## src/rtl/fb_pixel_writer.sv

```systemverilog
// fb_pixel_writer: clips the rasterizer pixel stream to the framebuffer,
// converts RGB888 to RGB565, buffers pixels in a small FIFO and writes them
// to framebuffer memory over a req/ack handshake. Flags pixels lost to a
// full FIFO and signals draw completion once every accepted pixel is written.
//
// state    | meaning
// ---------+-----------------------------------------------------------
// ST_IDLE  | no request outstanding; pops the FIFO head when non-empty
// ST_REQ   | mem_req high, address/data held until mem_ack
module fb_pixel_writer #(
    parameter int FB_W       = 160,
    parameter int FB_H       = 120,
    parameter int FIFO_DEPTH = 16,
    parameter int ADDR_W     = 15
) (
    input  logic              clk,
    input  logic              rst,
    input  logic [7:0]        in_px,
    input  logic [7:0]        in_py,
    input  logic [23:0]       in_color,
    input  logic              in_valid,
    input  logic              in_done,
    input  logic              clear_err,
    output logic              mem_req,
    output logic [ADDR_W-1:0] mem_addr,
    output logic [15:0]       mem_wdata,
    input  logic              mem_ack,
    output logic              busy,
    output logic              draw_done,
    output logic              overflow
);

    localparam int PTR_W   = $clog2(FIFO_DEPTH);
    localparam int ENTRY_W = ADDR_W + 16;

    localparam logic [0:0] ST_IDLE = 1'b0;
    localparam logic [0:0] ST_REQ  = 1'b1;

    localparam logic [8:0]     FB_W_L  = 9'(FB_W);
    localparam logic [8:0]     FB_H_L  = 9'(FB_H);
    localparam logic [PTR_W:0] PTR_ONE = {{PTR_W{1'b0}}, 1'b1};

    logic [ENTRY_W-1:0] fifo_mem_q [FIFO_DEPTH];
    logic [PTR_W:0]     wr_ptr_q, wr_ptr_d;
    logic [PTR_W:0]     rd_ptr_q, rd_ptr_d;

    logic [0:0]         state_q, state_d;
    logic               mem_req_q, mem_req_d;
    logic [ADDR_W-1:0]  mem_addr_q, mem_addr_d;
    logic [15:0]        mem_wdata_q, mem_wdata_d;
    logic               done_pending_q, done_pending_d;
    logic               draw_done_q, draw_done_d;
    logic               overflow_q, overflow_d;

    logic               fifo_empty, fifo_full;
    logic               in_bounds, push, drop, pop, done_fire;
    logic [ADDR_W-1:0]  pix_addr;
    logic [15:0]        pix_rgb;
    logic [ENTRY_W-1:0] head;

    // Address is reduced modulo 2^ADDR_W by evaluating the multiply-add at ADDR_W bits.
    assign pix_addr = ADDR_W'(in_py) * ADDR_W'(FB_W) + ADDR_W'(in_px);
    assign pix_rgb  = {in_color[23:19], in_color[15:10], in_color[7:3]};

    assign fifo_empty = (wr_ptr_q == rd_ptr_q);
    assign fifo_full  = (wr_ptr_q[PTR_W] != rd_ptr_q[PTR_W]) &&
                        (wr_ptr_q[PTR_W-1:0] == rd_ptr_q[PTR_W-1:0]);

    // Full is judged on pre-edge occupancy, so a simultaneous pop does not make room.
    assign in_bounds = in_valid && ({1'b0, in_px} < FB_W_L) && ({1'b0, in_py} < FB_H_L);
    assign push      = in_bounds && !fifo_full;
    assign drop      = in_bounds && fifo_full;
    assign pop       = !fifo_empty && ((state_q == ST_IDLE) || mem_ack);
    assign head      = fifo_mem_q[rd_ptr_q[PTR_W-1:0]];

    assign done_fire = done_pending_q && fifo_empty && (state_q == ST_IDLE) && !mem_req_q;

    // Next-state logic: FIFO pointers, write FSM, completion and error flags.
    always_comb begin
        wr_ptr_d       = push ? wr_ptr_q + PTR_ONE : wr_ptr_q;
        rd_ptr_d       = pop  ? rd_ptr_q + PTR_ONE : rd_ptr_q;
        state_d        = state_q;
        mem_req_d      = mem_req_q;
        mem_addr_d     = mem_addr_q;
        mem_wdata_d    = mem_wdata_q;

        case (state_q)
            ST_IDLE: begin
                if (!fifo_empty) begin
                    mem_addr_d  = head[ENTRY_W-1:16];
                    mem_wdata_d = head[15:0];
                    mem_req_d   = 1'b1;
                    state_d     = ST_REQ;
                end
            end
            default: begin
                if (mem_ack) begin
                    if (!fifo_empty) begin
                        mem_addr_d  = head[ENTRY_W-1:16];
                        mem_wdata_d = head[15:0];
                    end else begin
                        mem_req_d = 1'b0;
                        state_d   = ST_IDLE;
                    end
                end
            end
        endcase

        // A repeated in_done while one is pending folds into the pending one.
        done_pending_d = done_pending_q ? !done_fire : in_done;
        draw_done_d    = done_fire;

        // A drop in the same cycle as clear_err keeps the flag set.
        if (drop)
            overflow_d = 1'b1;
        else if (clear_err)
            overflow_d = 1'b0;
        else
            overflow_d = overflow_q;
    end

    // Control registers; reset abandons any in-flight request and empties the FIFO.
    always_ff @(posedge clk or posedge rst) begin
        if (rst) begin
            wr_ptr_q       <= '0;
            rd_ptr_q       <= '0;
            state_q        <= ST_IDLE;
            mem_req_q      <= 1'b0;
            mem_addr_q     <= '0;
            mem_wdata_q    <= '0;
            done_pending_q <= 1'b0;
            draw_done_q    <= 1'b0;
            overflow_q     <= 1'b0;
        end else begin
            wr_ptr_q       <= wr_ptr_d;
            rd_ptr_q       <= rd_ptr_d;
            state_q        <= state_d;
            mem_req_q      <= mem_req_d;
            mem_addr_q     <= mem_addr_d;
            mem_wdata_q    <= mem_wdata_d;
            done_pending_q <= done_pending_d;
            draw_done_q    <= draw_done_d;
            overflow_q     <= overflow_d;
        end
    end

    // FIFO storage; contents are don't-care until written, so no reset.
    always_ff @(posedge clk) begin
        if (push)
            fifo_mem_q[wr_ptr_q[PTR_W-1:0]] <= {pix_addr, pix_rgb};
    end

    assign mem_req   = mem_req_q;
    assign mem_addr  = mem_addr_q;
    assign mem_wdata = mem_wdata_q;
    assign draw_done = draw_done_q;
    assign overflow  = overflow_q;
    assign busy      = !fifo_empty || mem_req_q || done_pending_q;

endmodule

```

## config.mk

```make
export PLATFORM = sky130hd
export DESIGN_NAME = fb_pixel_writer
export DESIGN_NICKNAME = d
export VERILOG_FILES = /design/src/rtl/fb_pixel_writer.sv
export SDC_FILE = /design/constraint.sdc
export NUM_CORES = 1
export LEC_CHECK = 0
export ABC_AREA = 1
export BUFFER_PORTS_ARGS = -buffer_cell sky130_fd_sc_hd__buf_2
export CORE_MARGIN = 3
export CORE_UTILIZATION = 56
export DETAILED_ROUTE_END_ITERATION = 16
export GPL_TIMING_DRIVEN = 0
export PLACE_DENSITY = 0.86
export SYNTH_ARGS = -nofsm -noshare
export SYNTH_HDL_FRONTEND = slang
export SYNTH_SLANG_ARGS = --single-unit
```

## constraint.sdc

```tcl
create_clock -name clk -period 3.55 [get_ports clk]
set_clock_uncertainty 0.05 [all_clocks]
set_input_delay 0.355 -clock clk [delete_from_list [all_inputs] [get_ports clk]]
set_output_delay 0.355 -clock clk [all_outputs]
set_load 0.1 [all_outputs]
```

==> impl_results.md <==
* Status: finished, final reports clean
* Yosys cell types at 27
* CTS tree: done
* Post-DP HPWL at just under 40000 µm
* Slowest stage cell, crit path: nor3_2
* Setup CP Type: reg2reg
* Maximum VDD drop at roughly 0.60 mV
* Hold/Removal Path Class: in2reg
* Fin crit period at roughly 3100 ps
* WHS at between 70 and 80 ps
* Most used DFF post-synth: edfxtp_1
* Slew Viols, Final at 0
* Setup violators final at 0
* Clock Path Buffers at 3
* Setup bufs post-CTS at 0
* Post-synth EDFFs at between 400 and 500
* Final Util at 0.658
* # rows at between 70 and 80
* Crit-path cells: xnor2_1 > inv_1 > nand3_1 > nand2_1 > buf_2 > nor3_2 > buf_6 > buf_6
* GRT Overall Usage at 0.289
* Top Ports at 81
* Power Density at about 850 mW/mm²
* Post-route DRC violation count at 0
* CTS root buf: clkbuf_16
* Startpoint Class: flip-flop
* Syn Nets at 2063
* Final worst slack at between 400 and 500 ps
* Slew @ Worst Pin at approximately 1300 ps
* Die X at around 210 µm
* TritonCTS buffer count at 51
* Final GP Congestion at 0.901
* Num Clock Sinks at 542
* RSZ-0062 raised after global routing: false
* Max Freq at about 320 MHz
* Cells after synthesis at 1995
* Post-CTS Hold Fix Bufs at 3
* Mapped Area at ~0.023 mm²
* Commonest cells in the netlist: nor2_1, edfxtp_1, nand2_1, o21ai_0, nand3_1
* Antenna Nets Post-Route at 0
* Initial antenna violation count at 1
* Top cell type's share of synthesized area at 0.662
* Initial Utilization at 0.574
* Final hold vios at 0
* Final period util at 0.876
* Layout area overhead at 14.5%
* Die area at approximately 0.043 mm²
* Crit Path Max Fanout at 12
* CP top delay family: simple AND/OR/NAND/NOR gates
* Pin count of the biggest net entering global routing at 29
* Vias per inst at approximately 6
* Port Buffers at slightly above 70
* Final WL at 61200 µm
* Yosys top cell by area: edfxtp_1
* Worst Path Required at approximately 3800 ps
* Layout cell share with drive strength beyond 1 at 0.122
* Most numerous cell on the critical path: buf_6
* Nets at 2232
* Worst relative slew slack at 0.132
* Core area at 0.0392 mm²
* Clock transition at path regs at 60 ps
* Post-cts sizing count at 0
* Vert. Die Dim at a little over 200 µm
* Vias at around 16000
* Worst EP arrival at about 3300 ps
* DR WL/cell at 22.5 µm
* Static Leak at between 0.009 and 0.01 µW
* H-tree depth at 2
* Synthesized flop and latch total at 542
* Critical Path Sink Type: flip-flop
* First-pass GRT wire length at 92400 µm
* Synth top area cells: edfxtp_1, nor2_1, nand2_1
* TritonRoute pass-1 iters at 6
* Global route overflow at 0
* Ys async rst share at 0.0849
* Place WS at -52.0 ps
* Max stage delay on crit path at roughly 800 ps
* Vias in the first global route at 16500
* Setup tns final at 0 ps
* Sequential-to-total area share from yosys stat at 0.713
* Clk_lat worst skew at 590 ps
* Syn_area_per_cell at ~11 µm²
* Number of synthesis warnings at 0
* First DRT Iteration DRCs at 2362
* Max-cap violations at 0
* WP buf/inv at 4
* Number of antenna diodes at 0
* Most common cell in the netlist: nor2_1
==> placed cells by master (no fill, tap or decap), types with 3 or more instances in the layout <==
cell | netlist | layout
nor2_4 | 2 | 5
buf_2 | 35 | 107
buf_12 | 0 | 3
clkinv_1 | 0 | 4
dfrtp_1 | 46 | 46
nor3_2 | 0 | 12
buf_6 | 8 | 39
xnor2_1 | 6 | 5
o21ai_0 | 223 | 223
o21ai_1 | 34 | 34
clkinv_2 | 0 | 8
buf_4 | 15 | 17
inv_2 | 2 | 3
clkbuf_16 | 0 | 53
edfxtp_1 | 496 | 496
dlygate4sd3_1 | 0 | 3
nand2_1 | 330 | 330
nand3_1 | 107 | 107
ha_1 | 20 | 20
nand4_1 | 8 | 8
nor2_1 | 510 | 507
a21oi_1 | 5 | 5
clkbuf_1 | 49 | 69
xor2_1 | 13 | 13
buf_8 | 0 | 3
inv_1 | 62 | 61
clkbuf_8 | 0 | 5
==> kinds of logic after synthesis <==
logic type | count (synthesis) | synth area share
XOR/XNOR | 19 | 0.00740
adder cells (fa/ha/maj) | 22 | 0.0129
AO/OA/AOI/OAI | 263 | 0.0586
flip-flops | 542 | 0.713
AND/OR/NAND/NOR | 974 | 0.171
buffers and inverters | 175 | 0.0365
==> metal layers <==
metal,GRT usage,routed length [µm],share of wire,vias up
li1,-,-,-,7149
met1,0.360,20600,0.34,7656
met2,0.481,29400,0.48,1360
met3,0.0558,7650,0.12,288
met4,0.155,3490,0.057,0
met5,0,0,0,-
==> metrics by stage <==
| stage | area (µm²) | cells | power [µW] |
|---|---|---|---|
| 3_3_place_gp | 23500 | 2585 | 15700 |
| 5_1_grt | 25800 | 2724 | 22700 |
| 3_5_place_dp | 24100 | 2625 | 16200 |
| 2_1_floorplan | 22500 | 1995 | 13600 |
| 4_1_cts | 25800 | 2723 | 21500 |
| 6_report | 25800 | 2724 | 21800 |
==> worst reg2reg max path, cell delays in order (launching register included) <==
cell and delay, ps:
dfrtp_1 470, xnor2_1 340, inv_1 110, nand3_1 120, nand2_1 140, buf_2 260, nor3_2 800, buf_6 290
buf_6 210
==> sequential cells by signal, summed over array words and instances, names as in the netlist <==
register / cells
fifo_mem_q: 496
mem_wdata: 16
mem_addr: 15
rd_ptr_q: 5
wr_ptr_q: 5
done_pending_q: 1
draw_done: 1
mem_req: 1
overflow: 1
state_q: 1
==> cell type report <==
| type | instances | area, µm² |
|---|---|---|
| Buffer | 109 | 569 |
| Clock buffer | 78 | 1470 |
| Clock inverter | 17 | 139 |
| Fill cell | 2571 | 13400 |
| Inverter | 66 | 253 |
| Multi-Input combinational cell | 1278 | 5730 |
| Sequential cell | 542 | 16000 |
| Tap cell | 518 | 648 |
| Timing Repair Buffer | 116 | 915 |
==> path summary, 6_finish.rpt <==
kind | start | end | slack [ps] | cells after the start
worst min register to register | state_q | mem_req | 410 | 1
min in group asynchronous | rst | mem_wdata[2] | 290 | 3
max in group asynchronous | rst | mem_addr[2] | 2570 | 4
worst max-delay path | rd_ptr_q[4] | fifo_mem_q[1][30] | 440 | 8
worst min-delay path | in_color[6] | fifo_mem_q[2][3] | 80 | 1
worst max register to register | rd_ptr_q[4] | fifo_mem_q[1][30] | 440 | 8
==> where the power goes <==
part | total [µW] | internal (µW) | switching (µW)
registers | 7710 | 7520 | 197
logic | 8730 | 2170 | 6560
clock network | 5340 | 3000 | 2340
total | 21800 | 12700 | 9100
Note: power is estimated with default switching activity, not from simulation.
